===== src/rtl/gstage_ptw_sv39x4.sv =====
// G-stage (Sv39x4) page-table walker producing G-TLB fills or guest-page faults.
// Optional `GPTW_PERF_CNT_EN adds saturating walk_cnt_o / fault_cnt_o counters.
module gstage_ptw_sv39x4 #(
    parameter int unsigned VMID_WIDTH = 1,
    parameter int unsigned GPLEN      = 41,
    parameter int unsigned PLEN       = 56
) (
    input  logic                  clk_i,
    input  logic                  rst_ni,
    input  logic                  flush_i,
    input  logic                  walk_req_i,
    input  logic [GPLEN-1:0]      walk_gpaddr_i,
    input  logic [VMID_WIDTH-1:0] walk_vmid_i,
    input  logic [43:0]           hgatp_ppn_i,
    output logic                  walk_ready_o,
    output logic                  mem_req_o,
    output logic [PLEN-1:0]       mem_addr_o,
    input  logic                  mem_gnt_i,
    input  logic                  mem_rvalid_i,
    input  logic [63:0]           mem_rdata_i,
    output logic                  update_valid_o,
    output logic [VMID_WIDTH-1:0] update_vmid_o,
    output logic [GPLEN-13:0]     update_gppn_o,
    output logic                  update_is_2M_o,
    output logic                  update_is_1G_o,
    output logic [63:0]           update_content_o,
    output logic                  fault_o,
    output logic [GPLEN-1:0]      fault_gpaddr_o
`ifdef GPTW_PERF_CNT_EN
    ,
    output logic [31:0]           walk_cnt_o,
    output logic [31:0]           fault_cnt_o
`endif
);

    localparam int unsigned PPN_W = 44;
    localparam int unsigned IDX_W = 11;

    typedef enum logic [2:0] {
        IDLE  = 3'd0,
        REQ   = 3'd1,
        WAIT  = 3'd2,
        FILL  = 3'd3,
        FAULT = 3'd4,
        DRAIN = 3'd5
    } state_e;

    state_e                  state_q;
    logic [GPLEN-1:0]        gpaddr_q;
    logic [VMID_WIDTH-1:0]   vmid_q;
    logic [1:0]              level_q;
    logic [PPN_W-1:0]        base_q;
    logic [63:0]             pte_q;
    logic                    is_2m_q;
    logic                    is_1g_q;
    logic                    mem_req_q;
    logic                    walk_ready_q;
    logic                    upd_q;
    logic                    fault_q;

    logic [IDX_W-1:0]        idx;
    logic [PLEN-1:0]         pte_addr;
    logic                    accept;
    logic                    pte_leaf;
    logic                    pte_fault;
    logic                    fill_strobe;
    logic                    fault_strobe;

    assign accept = (state_q == IDLE) & walk_req_i & ~flush_i;

    // Table index for the current level; level 2 uses the widened x4 root index.
    always_comb begin
        idx = '0;
        case (level_q)
            2'd2:    idx = gpaddr_q[40:30];
            2'd1:    idx = {2'b00, gpaddr_q[29:21]};
            default: idx = {2'b00, gpaddr_q[20:12]};
        endcase
    end

    assign pte_addr = PLEN'({base_q, 12'h000}) + PLEN'({idx, 3'b000});

    // PTE validation in priority order: V, reserved R/W combo, leaf rules, pointer rules.
    always_comb begin
        pte_leaf  = mem_rdata_i[1] | mem_rdata_i[3];
        pte_fault = 1'b0;
        if (!mem_rdata_i[0] || (!mem_rdata_i[1] && mem_rdata_i[2])) begin
            pte_fault = 1'b1;
        end else if (pte_leaf) begin
            if (!mem_rdata_i[4]) begin
                pte_fault = 1'b1;
            end else if ((level_q == 2'd2) && (mem_rdata_i[27:10] != 18'd0)) begin
                pte_fault = 1'b1;
            end else if ((level_q == 2'd1) && (mem_rdata_i[18:10] != 9'd0)) begin
                pte_fault = 1'b1;
            end
        end else if ((level_q == 2'd0) || mem_rdata_i[6] || mem_rdata_i[7] || mem_rdata_i[4]) begin
            pte_fault = 1'b1;
        end
    end

    always_ff @(posedge clk_i or negedge rst_ni) begin
        if (!rst_ni) begin
            state_q      <= IDLE;
            gpaddr_q     <= '0;
            vmid_q       <= '0;
            level_q      <= 2'd0;
            base_q       <= '0;
            pte_q        <= '0;
            is_2m_q      <= 1'b0;
            is_1g_q      <= 1'b0;
            mem_req_q    <= 1'b0;
            walk_ready_q <= 1'b1;
            upd_q        <= 1'b0;
            fault_q      <= 1'b0;
        end else begin
            upd_q   <= 1'b0;
            fault_q <= 1'b0;
            case (state_q)
                IDLE: begin
                    if (accept) begin
                        state_q      <= REQ;
                        gpaddr_q     <= walk_gpaddr_i;
                        vmid_q       <= walk_vmid_i;
                        level_q      <= 2'd2;
                        base_q       <= hgatp_ppn_i;
                        mem_req_q    <= 1'b1;
                        walk_ready_q <= 1'b0;
                    end
                end
                REQ: begin
                    if (flush_i) begin
                        // A grant in the flush cycle leaves a response in flight.
                        state_q      <= mem_gnt_i ? DRAIN : IDLE;
                        mem_req_q    <= 1'b0;
                        walk_ready_q <= ~mem_gnt_i;
                    end else if (mem_gnt_i) begin
                        state_q   <= WAIT;
                        mem_req_q <= 1'b0;
                    end
                end
                WAIT: begin
                    if (flush_i) begin
                        state_q      <= mem_rvalid_i ? IDLE : DRAIN;
                        walk_ready_q <= mem_rvalid_i;
                    end else if (mem_rvalid_i) begin
                        if (pte_fault) begin
                            state_q <= FAULT;
                            fault_q <= 1'b1;
                        end else if (pte_leaf) begin
                            state_q <= FILL;
                            upd_q   <= 1'b1;
                            pte_q   <= mem_rdata_i;
                            is_1g_q <= (level_q == 2'd2);
                            is_2m_q <= (level_q == 2'd1);
                        end else begin
                            state_q   <= REQ;
                            level_q   <= 2'(level_q - 2'd1);
                            base_q    <= mem_rdata_i[53:10];
                            mem_req_q <= 1'b1;
                        end
                    end
                end
                FILL, FAULT: begin
                    state_q      <= IDLE;
                    walk_ready_q <= 1'b1;
                end
                DRAIN: begin
                    if (mem_rvalid_i) begin
                        state_q      <= IDLE;
                        walk_ready_q <= 1'b1;
                    end
                end
                default: begin
                    state_q      <= IDLE;
                    mem_req_q    <= 1'b0;
                    walk_ready_q <= 1'b1;
                end
            endcase
        end
    end

    // A flush in the strobe cycle still cancels the fill/fault toward the G-TLB.
    assign fill_strobe  = upd_q & ~flush_i;
    assign fault_strobe = fault_q & ~flush_i;

    assign walk_ready_o     = walk_ready_q;
    assign mem_req_o        = mem_req_q;
    assign mem_addr_o       = mem_req_q ? pte_addr : '0;
    assign update_valid_o   = fill_strobe;
    assign update_vmid_o    = fill_strobe ? vmid_q : '0;
    assign update_gppn_o    = fill_strobe ? gpaddr_q[GPLEN-1:12] : '0;
    assign update_is_2M_o   = fill_strobe & is_2m_q;
    assign update_is_1G_o   = fill_strobe & is_1g_q;
    assign update_content_o = fill_strobe ? pte_q : '0;
    assign fault_o          = fault_strobe;
    assign fault_gpaddr_o   = fault_strobe ? gpaddr_q : '0;

`ifdef GPTW_PERF_CNT_EN
    logic [31:0] walk_cnt_q;
    logic [31:0] fault_cnt_q;

    // Saturating event counters; only reset clears them.
    always_ff @(posedge clk_i or negedge rst_ni) begin
        if (!rst_ni) begin
            walk_cnt_q  <= '0;
            fault_cnt_q <= '0;
        end else begin
            if (accept && (walk_cnt_q != 32'hFFFF_FFFF)) begin
                walk_cnt_q <= walk_cnt_q + 32'd1;
            end
            if (fault_strobe && (fault_cnt_q != 32'hFFFF_FFFF)) begin
                fault_cnt_q <= fault_cnt_q + 32'd1;
            end
        end
    end

    assign walk_cnt_o  = walk_cnt_q;
    assign fault_cnt_o = fault_cnt_q;
`endif

endmodule


===== config.mk =====
export PLATFORM = sky130hd
export DESIGN_NAME = gstage_ptw_sv39x4
export DESIGN_NICKNAME = d
export VERILOG_FILES = /design/src/rtl/gstage_ptw_sv39x4.sv
export SDC_FILE = /design/constraint.sdc
export NUM_CORES = 1
export LEC_CHECK = 0
export CAP_MARGIN = 20
export CELL_PAD_IN_SITES_DETAIL_PLACEMENT = 0
export CELL_PAD_IN_SITES_GLOBAL_PLACEMENT = 1
export CORE_UTILIZATION = 33
export CTS_CLUSTER_DIAMETER = 50
export DETAILED_ROUTE_END_ITERATION = 8
export PLACE_DENSITY_LB_ADDON = 0.1
export SYNTH_ARGS = -nofsm -noshare
export SYNTH_HDL_FRONTEND = slang
export SYNTH_SLANG_ARGS = --single-unit

===== constraint.sdc =====
create_clock -name clk_i -period 4.1 [get_ports clk_i]
set_input_delay 0.41 -clock clk_i [delete_from_list [all_inputs] [get_ports clk_i]]
set_output_delay 0.41 -clock clk_i [all_outputs]
set_load 0.02 [all_outputs]

==> results of run 1 <==
## flip-flops by register name, summed over array words and instances (netlist names)
signal,cells
is_2m_q,1
walk_ready_o,1
state_q,3
is_1g_q,1
pte_q,64
level_q,2
upd_q,1
gpaddr_q,41
base_q,44
fault_q,1
mem_req_o,1
vmid_q,1
## worst register-to-register path: cells and delay by family (launching register included)
family | cells | cell delay [ns]
buffers and inverters | 3 | 0.58
DFF | 1 | 0.40
AOI/OAI and AO/OA | 2 | 0.29
and+or+nand+nor | 3 | 1.42
adders and majority gates | 1 | 0.22
## kinds of logic (layout without fill, tap and decap cells)
| family | count (synthesis) | in the layout | share of synthesized area, % |
|---|---|---|---|
| AO/OA/AOI/OAI | 154 | 154 | 11.8 |
| other | 1 | 4 | 0.0405 |
| flip-flops | 161 | 161 | 43.5 |
| multiplexers | 67 | 67 | 8.11 |
| adder cells (fa/ha/maj) | 6 | 6 | 0.892 |
| AND/OR/NAND/NOR | 481 | 481 | 26.6 |
| buffers and inverters | 84 | 408 | 5.88 |
| XOR/XNOR | 33 | 33 | 3.12 |
## routing by layer
metal	track usage (%)	vias to the layer above
met5	0	-
met4	5.64	0
met3	5.95	24
met2	36.6	240
met1	27.5	3870
li1	-	3981
## worst paths after layout
kind / start / end / cells past startpoint / slack, ns
max: level_q[0] / mem_addr_o[34] / 12 / 0.26
min: rst_ni / gpaddr_q[3] / 1 / 0.02
max reg2reg: level_q[0] / base_q[11] / 9 / 1.13
min reg2reg: pte_q[4] / pte_q[4] / 1 / 0.47
max in group asynchronous: rst_ni / base_q[25] / 2 / 3.16
min in group clk_i: pte_q[4] / pte_q[4] / 1 / 0.47
## cells in the final DEF, fill, tap and decap left out, types with 17 or more instances in the layout
cell type        instances
clkdlybuf4s50_1        332
dfrtp_1                160
and2_1                 144
nand2_1                143
nor2_1                  96
mux2_2                  64
o22ai_1                 46
a21oi_2                 40
xor2_1                  24
nand4_1                 19
a21oi_1                 17
clkbuf_16               17
## cell usage after synthesis, drive strengths merged (8+ instances only)
master  instances  area, sq um
nor2           98          370
and3            8         50.1
mux2           64          721
and2          145          907
nand4          20          131
or4             8         60.1
xnor2           9         78.8
a22oi           9         67.6
nand3          16         80.1
xor2           24          210
o22ai          46          288
o31ai           8         60.1
a21oi          57          435
nand2         146          551
a211oi         10         75.1
inv            11         41.3
buf            23          215
clkbuf         48          270
dfrtp         160         4000
## power breakdown
| group | internal (mW) | total, mW | switching [mW] | leakage, nW |
|---|---|---|---|---|
| clock network | 1.12 | 1.82 | 0.695 | 0.315 |
| logic | 1.40 | 3.09 | 1.69 | 3.51 |
| registers | 2.03 | 2.57 | 0.542 | 2.04 |
## per-stage QoR
stage | cell area (sq um) | worst slack [ns] | power (mW) | util, % | std cells
floorplan | 9260 | 0.639 | 4.33 | - | 989
CTS | 13600 | 0.139 | 7.59 | 49.8 | 1685
detailed placement | 12900 | 0.409 | 5.75 | 47.4 | 1653
global route | 13600 | -0.0223 | 7.95 | 49.9 | 1686
finish | 13600 | 0.259 | 7.47 | 49.9 | 1686
global placement | 12900 | 0.465 | 5.73 | 47.4 | 1653
## repair_timing
item                                    4_1_cts  5_1_grt
hold endpoints to repair                      0        0
gates cloned                                  0        0
endpoints found under the setup margin        4       16
resized for setup                             4       17
## cell type report
class                   instances  area (sq um)  area share (%)
inverters                      11          41.3           0.304
clock inverters                11           200            1.47
multi-input cells             744          4720            34.8
well taps                     372           465            3.42
repair buffers                365          3670            27.0
clock buffers                  21           460            3.39
diodes                          1          2.50          0.0184
flip-flops and latches        161          4030            29.6
==> reports/metrics.cfg, run 1 <==
[outcome]
status=finished, final reports clean

[setup_path]
cpMostUsedCell=ha_1
crit_fanout=12
worstSetupPathType=register to output port
worstPathArrival_ns=3.43
start_kind=register
end_kind=output port
crit_required_ns=3.69
crit_path_max_incr_delay_ns=0.64
critPathSlowestCell=clkdlybuf4s50_1
cp_cell_sequence=inv_1 -> ha_1 -> and3_1 -> ha_1 -> fa_1 -> nand4_1 -> nor3_2 -> buf_4 -> nand3_1 -> xor2_1 -> nor2_1 -> clkdlybuf4s50_1
cpLargestDelayFamily=buffers and inverters
worst-path-buf-inv=3

[timing]
skew_ns=0.00921
fin_crit_sh_pct=93.7
timing.setup.tns_ns=0
drv_slew=0
period_minus_slack_ns=3.84
fmax_ghz=0.260
worst_slew_pin_slew_ns=0.970
finalSetupViolCount=0
whs_ns=0.0234
rsz0062_at_grt=yes
finalHoldViolCount=0
relSlewSlack_pct=35.4

[cells_and_area]
fill_cells=2615
layout-drive-gt1-share_pct=13.3
fin_nets=1462
synthToLayoutAreaGrowth_pct=46.9

[grt]
grt_max_degree=82
grt_usage_pct=21.8
grt_pass1_vias=8396
antenna_found_initial=1
grt_pass1_wl_um=48200
overflow=0

[clocking]
root_buffer=clkbuf_16
clk_pin_slew_ns=0.07
htreeDepth=4
clk_latency_ns=0.43
post_cts_buffers=0
postCtsHoldBufs=0
cts_buffer_depth=2
cts_tree=built
cts_sinks=161
cts_buffers=17

[logic_synthesis]
yosysWarningCount=0
seq_area_frac_synth_pct=43.5
ys_seq_elements=161
synthFlopType=dfrtp_1
synth_edf_count=0
synth_cell_types=59
syn_avg_cell_area_sq_um=9.38
ys_async_sr_fraction_pct=100
synthCells=987
syn_area_sq_um=9260

[placement]
place.gp.congestion=0.800
post-dp-hpwl_um=21900
io_buffers=349

[drt]
drt_pass1_iterations=4
first_iter_violations=422
wl_met3_um=2090
wl_um=31100
wire_per_inst_um=18.5
drc=0
ant_nets=0
viasPerCell=4.81
dr_wl_met2_um=15000
maxUsedRoutingLayer=met4
wl_met1_um=13700
vias=8115

[pwr]
cellPowerDensity_nw_per_um2=550
leakagePower_nw=5.86
vdd_drop_max_mv=0.238

[die]
start_util_pct=34.0
num_io_pins=353
dieWidth_um=169
num_rows=60
dieArea_sq_um=28700
core_area_sq_um=27300
die_y_um=169

[run]
maxCapViolCount=0

[worst_hold_path]
min-delay-path-class=input pin to async pin

Note: power is estimated with default switching activity, not from simulation.
==> run 2: changes to the inputs <==
--- a/config.mk
+++ b/config.mk
@@ -8,7 +8,7 @@
 export CAP_MARGIN = 20
 export CELL_PAD_IN_SITES_DETAIL_PLACEMENT = 0
 export CELL_PAD_IN_SITES_GLOBAL_PLACEMENT = 1
-export CORE_UTILIZATION = 33
+export CORE_UTILIZATION = 35
 export CTS_CLUSTER_DIAMETER = 50
 export DETAILED_ROUTE_END_ITERATION = 8
 export PLACE_DENSITY_LB_ADDON = 0.1
==> constraint.sdc (replaced) <==
create_clock -name clk_i -period 4.6 [get_ports clk_i]
set_input_delay 0.46 -clock clk_i [delete_from_list [all_inputs] [get_ports clk_i]]
set_output_delay 0.46 -clock clk_i [all_outputs]
set_load 0.02 [all_outputs]
==> reports/metrics.cfg, run 2 (synthesis gave the netlist of run 1 again) <==
[setup_path]
startpoint=level_q[0]
r2r_start=level_q[1]
cp_cell_sequence=inv_1 -> ha_1 -> buf_4 -> and3_1 -> ha_1 -> a21oi_1 -> nor4_4 -> buf_4 -> nand2_2 -> or4_1 -> a21oi_1 -> clkdlybuf4s50_1
r2r_setup_slack_ns=1.44
crit_required_ns=4.14
end_kind=output port
reg2reg_depth=8
crit_path_max_incr_delay_ns=0.66
crit_path_end=mem_addr_o[51]
start_kind=register
crit_fanout=11
worstSetupPathType=register to output port
critPathSlowestCell=clkdlybuf4s50_1
worstReg2RegEnd=base_q[32]
worstPathArrival_ns=3.85

[die]
num_rows=59
core_area_sq_um=26000
dieWidth_um=165
die_y_um=165
num_io_pins=353
dieArea_sq_um=27100
start_util_pct=35.6

[cells_and_area]
final_area_sq_um=13500
final_cell_mix=344 x clkdlybuf4s50_1, 160 x dfrtp_1, 144 x and2_1, 144 x nand2_1, 96 x nor2_1
layout-drive-gt1-share_pct=13.0
fin_nets=1458
instances_no_fill=1646
layout_commonest_cell=clkdlybuf4s50_1
utilization_pct=51.8
top_register=pte_q
largest_registers=pte_q: 64 flops, base_q: 44 flops, gpaddr_q: 41 flops
synthToLayoutAreaGrowth_pct=45.5
largest_reg_flops=64

[placement]
place_ws_ns=0.543
io_buffers=349
place.gp.congestion=0.800
dpl-instance-area_sq_um=12800
post-dp-hpwl_um=21300
placed_cells=1612

[clocking]
root_buffer=clkbuf_16
clk_pin_slew_ns=0.07
cts_tree=built
cts_buffers=17
htreeDepth=4
cts_sinks=161
cts_buffer_depth=2
clk_latency_ns=0.43

[timing]
finalSetupViolCount=0
period_minus_slack_ns=4.31
whs_ns=0.0465
relSlewSlack_pct=30.4
worst_slew_pin_slew_ns=1.04
fin_crit_sh_pct=93.6
drv_slew=0
timing.setup.tns_ns=0
rsz0062_at_grt=no
worst_slack_ns=0.295
finalHoldViolCount=0
fmax_ghz=0.232
skew_ns=0.0131

[pwr]
leakagePower_nw=5.73
totalPowerFinal_mw=6.60
vdd_drop_max_mv=0.248
cellPowerDensity_nw_per_um2=490

[drt]
wl_um=30100
vias=8175
wire_per_inst_um=18.3
drc=0
viasPerCell=4.97
first_iter_violations=330
drt_pass1_iterations=4
ant_nets=0

[grt]
overflow=0
grt_usage_pct=22.0
grt_pass1_wl_um=45600
grt_max_degree=90
antenna_found_initial=2
grt_pass1_vias=8089

[worst_hold_path]
min-delay-path-class=input pin to async pin

[outcome]
status=finished, final reports clean

[run]
maxCapViolCount=0

[run 2: worst min path at each step]
| stage | from | end | slack, ns | cells past startpoint |
|---|---|---|---|---|
| after floorplan | rst_ni | base_q[0] | 0.16 | 0 |
| after global placement | pte_q[4] | pte_q[4] | 0.45 | 1 |
| after CTS | rst_ni | pte_q[40] | 0.08 | 1 |
| final | rst_ni | pte_q[40] | 0.05 | 1 |
| after global routing | rst_ni | pte_q[40] | 0.1 | 1 |
| after detailed placement | pte_q[0] | pte_q[0] | 0.45 | 1 |
[run 2: final cells by class]
cell class	count	area [sq um]
Sequential cell	161	4030
Clock inverter	14	193
Tap cell	335	419
Inverter	11	41.3
Timing Repair Buffer	361	3620
Fill cell	2471	12500
Clock buffer	18	439
Multi-Input combinational cell	744	4720
Antenna cell	2	5.00
[run 2: routing by layer]
| metal | vias up | share of wire [%] | GRT usage [%] |
|---|---|---|---|
| li1 | 3988 | - | - |
| met1 | 3929 | 43 | 28.0 |
| met2 | 242 | 49 | 37.1 |
| met3 | 16 | 7.0 | 5.98 |
| met4 | 0 | 0.79 | 4.75 |
| met5 | - | 0 | 0 |
[run 2: timing repair]
| item | 4_1_cts | 5_1_grt |
|---|---|---|
| buffers inserted | 0 | 0 |
| resized for setup | 0 | 4 |
| setup endpoints to repair | 0 | 4 |
| hold buffers | 0 | 0 |
[run 2: power breakdown]
group          switching [mW]  internal, mW
sequential              0.479          1.80
combinational            1.51          1.26
clock                   0.654         0.892
total                    2.64          3.96
[run 2: critical path: cells and delay by family (launching register included)]
kind	cells	cell delay, ns
flops	1	0.40
simple gates	4	0.98
compound gates	2	0.31
fa+ha+maj	2	0.54
buf+inv	4	1.17
==> run 3: changes to the inputs <==
--- a/config.mk
+++ b/config.mk
@@ -11,7 +11,7 @@
 export CORE_UTILIZATION = 35
 export CTS_CLUSTER_DIAMETER = 50
 export DETAILED_ROUTE_END_ITERATION = 8
-export PLACE_DENSITY_LB_ADDON = 0.1
+export PLACE_DENSITY_LB_ADDON = 0.25
 export SYNTH_ARGS = -nofsm -noshare
 export SYNTH_HDL_FRONTEND = slang
 export SYNTH_SLANG_ARGS = --single-unit
==> reports/metrics.cfg, run 3 (synthesis gave the netlist of run 1 again) <==
[timing]
fmax_ghz=0.236
worst_slew_pin_slew_ns=0.931
period_minus_slack_ns=4.23
finalSetupViolCount=0
relSlewSlack_pct=37.9
worst_slack_ns=0.367
timing.setup.tns_ns=0
skew_ns=0.0152
rsz0062_at_grt=no
drv_slew=0
fin_crit_sh_pct=92.0
finalHoldViolCount=0

[placement]
io_buffers=349
place_ws_ns=0.806
post-dp-hpwl_um=21300
placed_cells=1615
place.gp.congestion=0.831
dpl-instance-area_sq_um=12800

[run]
maxCapViolCount=0

[die]
num_io_pins=353
dieWidth_um=165
dieArea_sq_um=27100
die_y_um=165
num_rows=59
start_util_pct=35.6
core_area_sq_um=26000

[drt]
wl_um=30100
viasPerCell=4.95
first_iter_violations=468
ant_nets=0
wire_per_inst_um=18.3
drc=0
drt_pass1_iterations=4
vias=8163

[cells_and_area]
fin_nets=1463
top_register=pte_q
fill_cells=2471
utilization_pct=51.7
largest_registers=pte_q: 64 flops, base_q: 44 flops, gpaddr_q: 41 flops
final_cell_mix=348 x clkdlybuf4s50_1, 160 x dfrtp_1, 144 x and2_1, 144 x nand2_1, 96 x nor2_1
multi_input_area_sq_um=4720
synthToLayoutAreaGrowth_pct=45.1
regArea_sq_um=4030
layout-drive-gt1-share_pct=13.2
final_area_sq_um=13400
layout_commonest_cell=clkdlybuf4s50_1
largest_reg_flops=64
instances_no_fill=1650

[grt]
grt_pass1_wl_um=46100
grt_pass1_vias=8131
grt_max_degree=105
grt_usage_pct=22.3
overflow=0
antenna_found_initial=0

[clocking]
clk_latency_ns=0.43
cts_sinks=161
root_buffer=clkbuf_16
htreeDepth=4
cts_tree=built
cts_buffers=17
cts_buffer_depth=2
cts_resized=0
post_cts_buffers=0
clk_pin_slew_ns=0.06

[pwr]
leakagePower_nw=5.66
cellPowerDensity_nw_per_um2=480
vdd_drop_max_mv=0.283

[setup_path]
critPathSlowestCell=clkdlybuf4s50_1
crit_required_ns=4.14
worst-path-buf-inv=2
r2r_start=level_q[1]
r2r_setup_slack_ns=1.66
crit_fanout=8
crit_cells=11
worstPathArrival_ns=3.77
cpMostUsedCell=ha_1
reg2reg_depth=7
end_kind=output port
worstReg2RegEnd=base_q[42]
worstSetupPathType=register to output port
start_kind=register
cpLargestDelayFamily=simple AND/OR/NAND/NOR gates
crit_path_max_incr_delay_ns=0.64
cp_cell_sequence=inv_1 -> ha_1 -> and3_1 -> ha_1 -> fa_1 -> nand4_1 -> nor3_2 -> nand2_1 -> or4_1 -> a21oi_1 -> clkdlybuf4s50_1

[worst_hold_path]
min-delay-start=pte_q[4]
min_to=pte_q[4]
holdPathStages=1
min-delay-path-class=register to register

[outcome]
status=finished, final reports clean

## run 3: cell types whose count changed in the layout (fill, tap and decap cells not counted), moves of 3 or more
| cell | previous run | this run |
|---|---|---|
| clkinvlp_4 | 1 | 5 |
| dlymetal6s2s_1 | 4 | 0 |
| clkdlybuf4s50_1 | 344 | 348 |
| bufinv_16 | 3 | 0 |
| buf_4 | 10 | 14 |
## run 3: worst register-to-register path, stage by stage, from the launching register on
cell and delay [ns]:
dfrtp_1 0.40, inv_1 0.08, ha_1 0.51, nor3b_1 0.15, a311oi_1 0.41, or3_2 0.77, o22ai_1 0.35, a31oi_1 0.20
## run 3: worst max path at each step
stage                          start              to  slack (ns)
final                     level_q[0]  mem_addr_o[54]        0.37
after global placement    level_q[0]  mem_addr_o[52]        0.87
after detailed placement  level_q[0]  mem_addr_o[48]        0.81
after global routing      level_q[0]  mem_addr_o[50]        0.12
after floorplan           level_q[0]  mem_addr_o[48]        1.09
after CTS                 level_q[0]  mem_addr_o[48]        0.33
## run 3: metal layers
layer / up-vias / global-route usage [%] / share of wire [%]
met5: - / 0 / 0
met4: 0 / 6.55 / 1.4
met3: 31 / 5.60 / 7.5
met2: 271 / 36.5 / 48
met1: 3866 / 28.8 / 43
li1: 3995 / - / -
## run 3: layout make-up
cell class              count  share of cell area, %
diodes                      1                 0.0186
multi-input cells         744                   35.2
repair buffers            366                   27.2
inverters                  11                  0.308
clock buffers              20                   3.40
clock inverters            12                  0.727
flip-flops and latches    161                   30.0
well taps                 335                   3.12
## run 3: what timing repair did
| action | CTS | global route |
|---|---|---|
| hold buffers | 0 | 1 |
| endpoints found under the setup margin | 0 | 0 |
| endpoints found under the hold margin | 0 | 37 |
## run 3: metrics by stage
| step | hold slack, ns | power (mW) |
|---|---|---|
| 5_1_grt | 0.487 | 6.88 |
| 3_5_place_dp | 0.447 | 5.13 |
| 6_report | 0.463 | 6.44 |
| 3_3_place_gp | 0.447 | 5.10 |
| 2_1_floorplan | 0.164 | 3.86 |
| 4_1_cts | 0.201 | 6.51 |
## run 3: power breakdown
| group | internal, mW | switching [mW] | total [mW] | leakage, nW |
|---|---|---|---|---|
| Clock | 0.729 | 0.629 | 1.36 | 0.258 |
| Combinational | 1.27 | 1.50 | 2.77 | 3.36 |
| Sequential | 1.81 | 0.504 | 2.31 | 2.04 |
| Total | 3.81 | 2.63 | 6.44 | 5.66 |
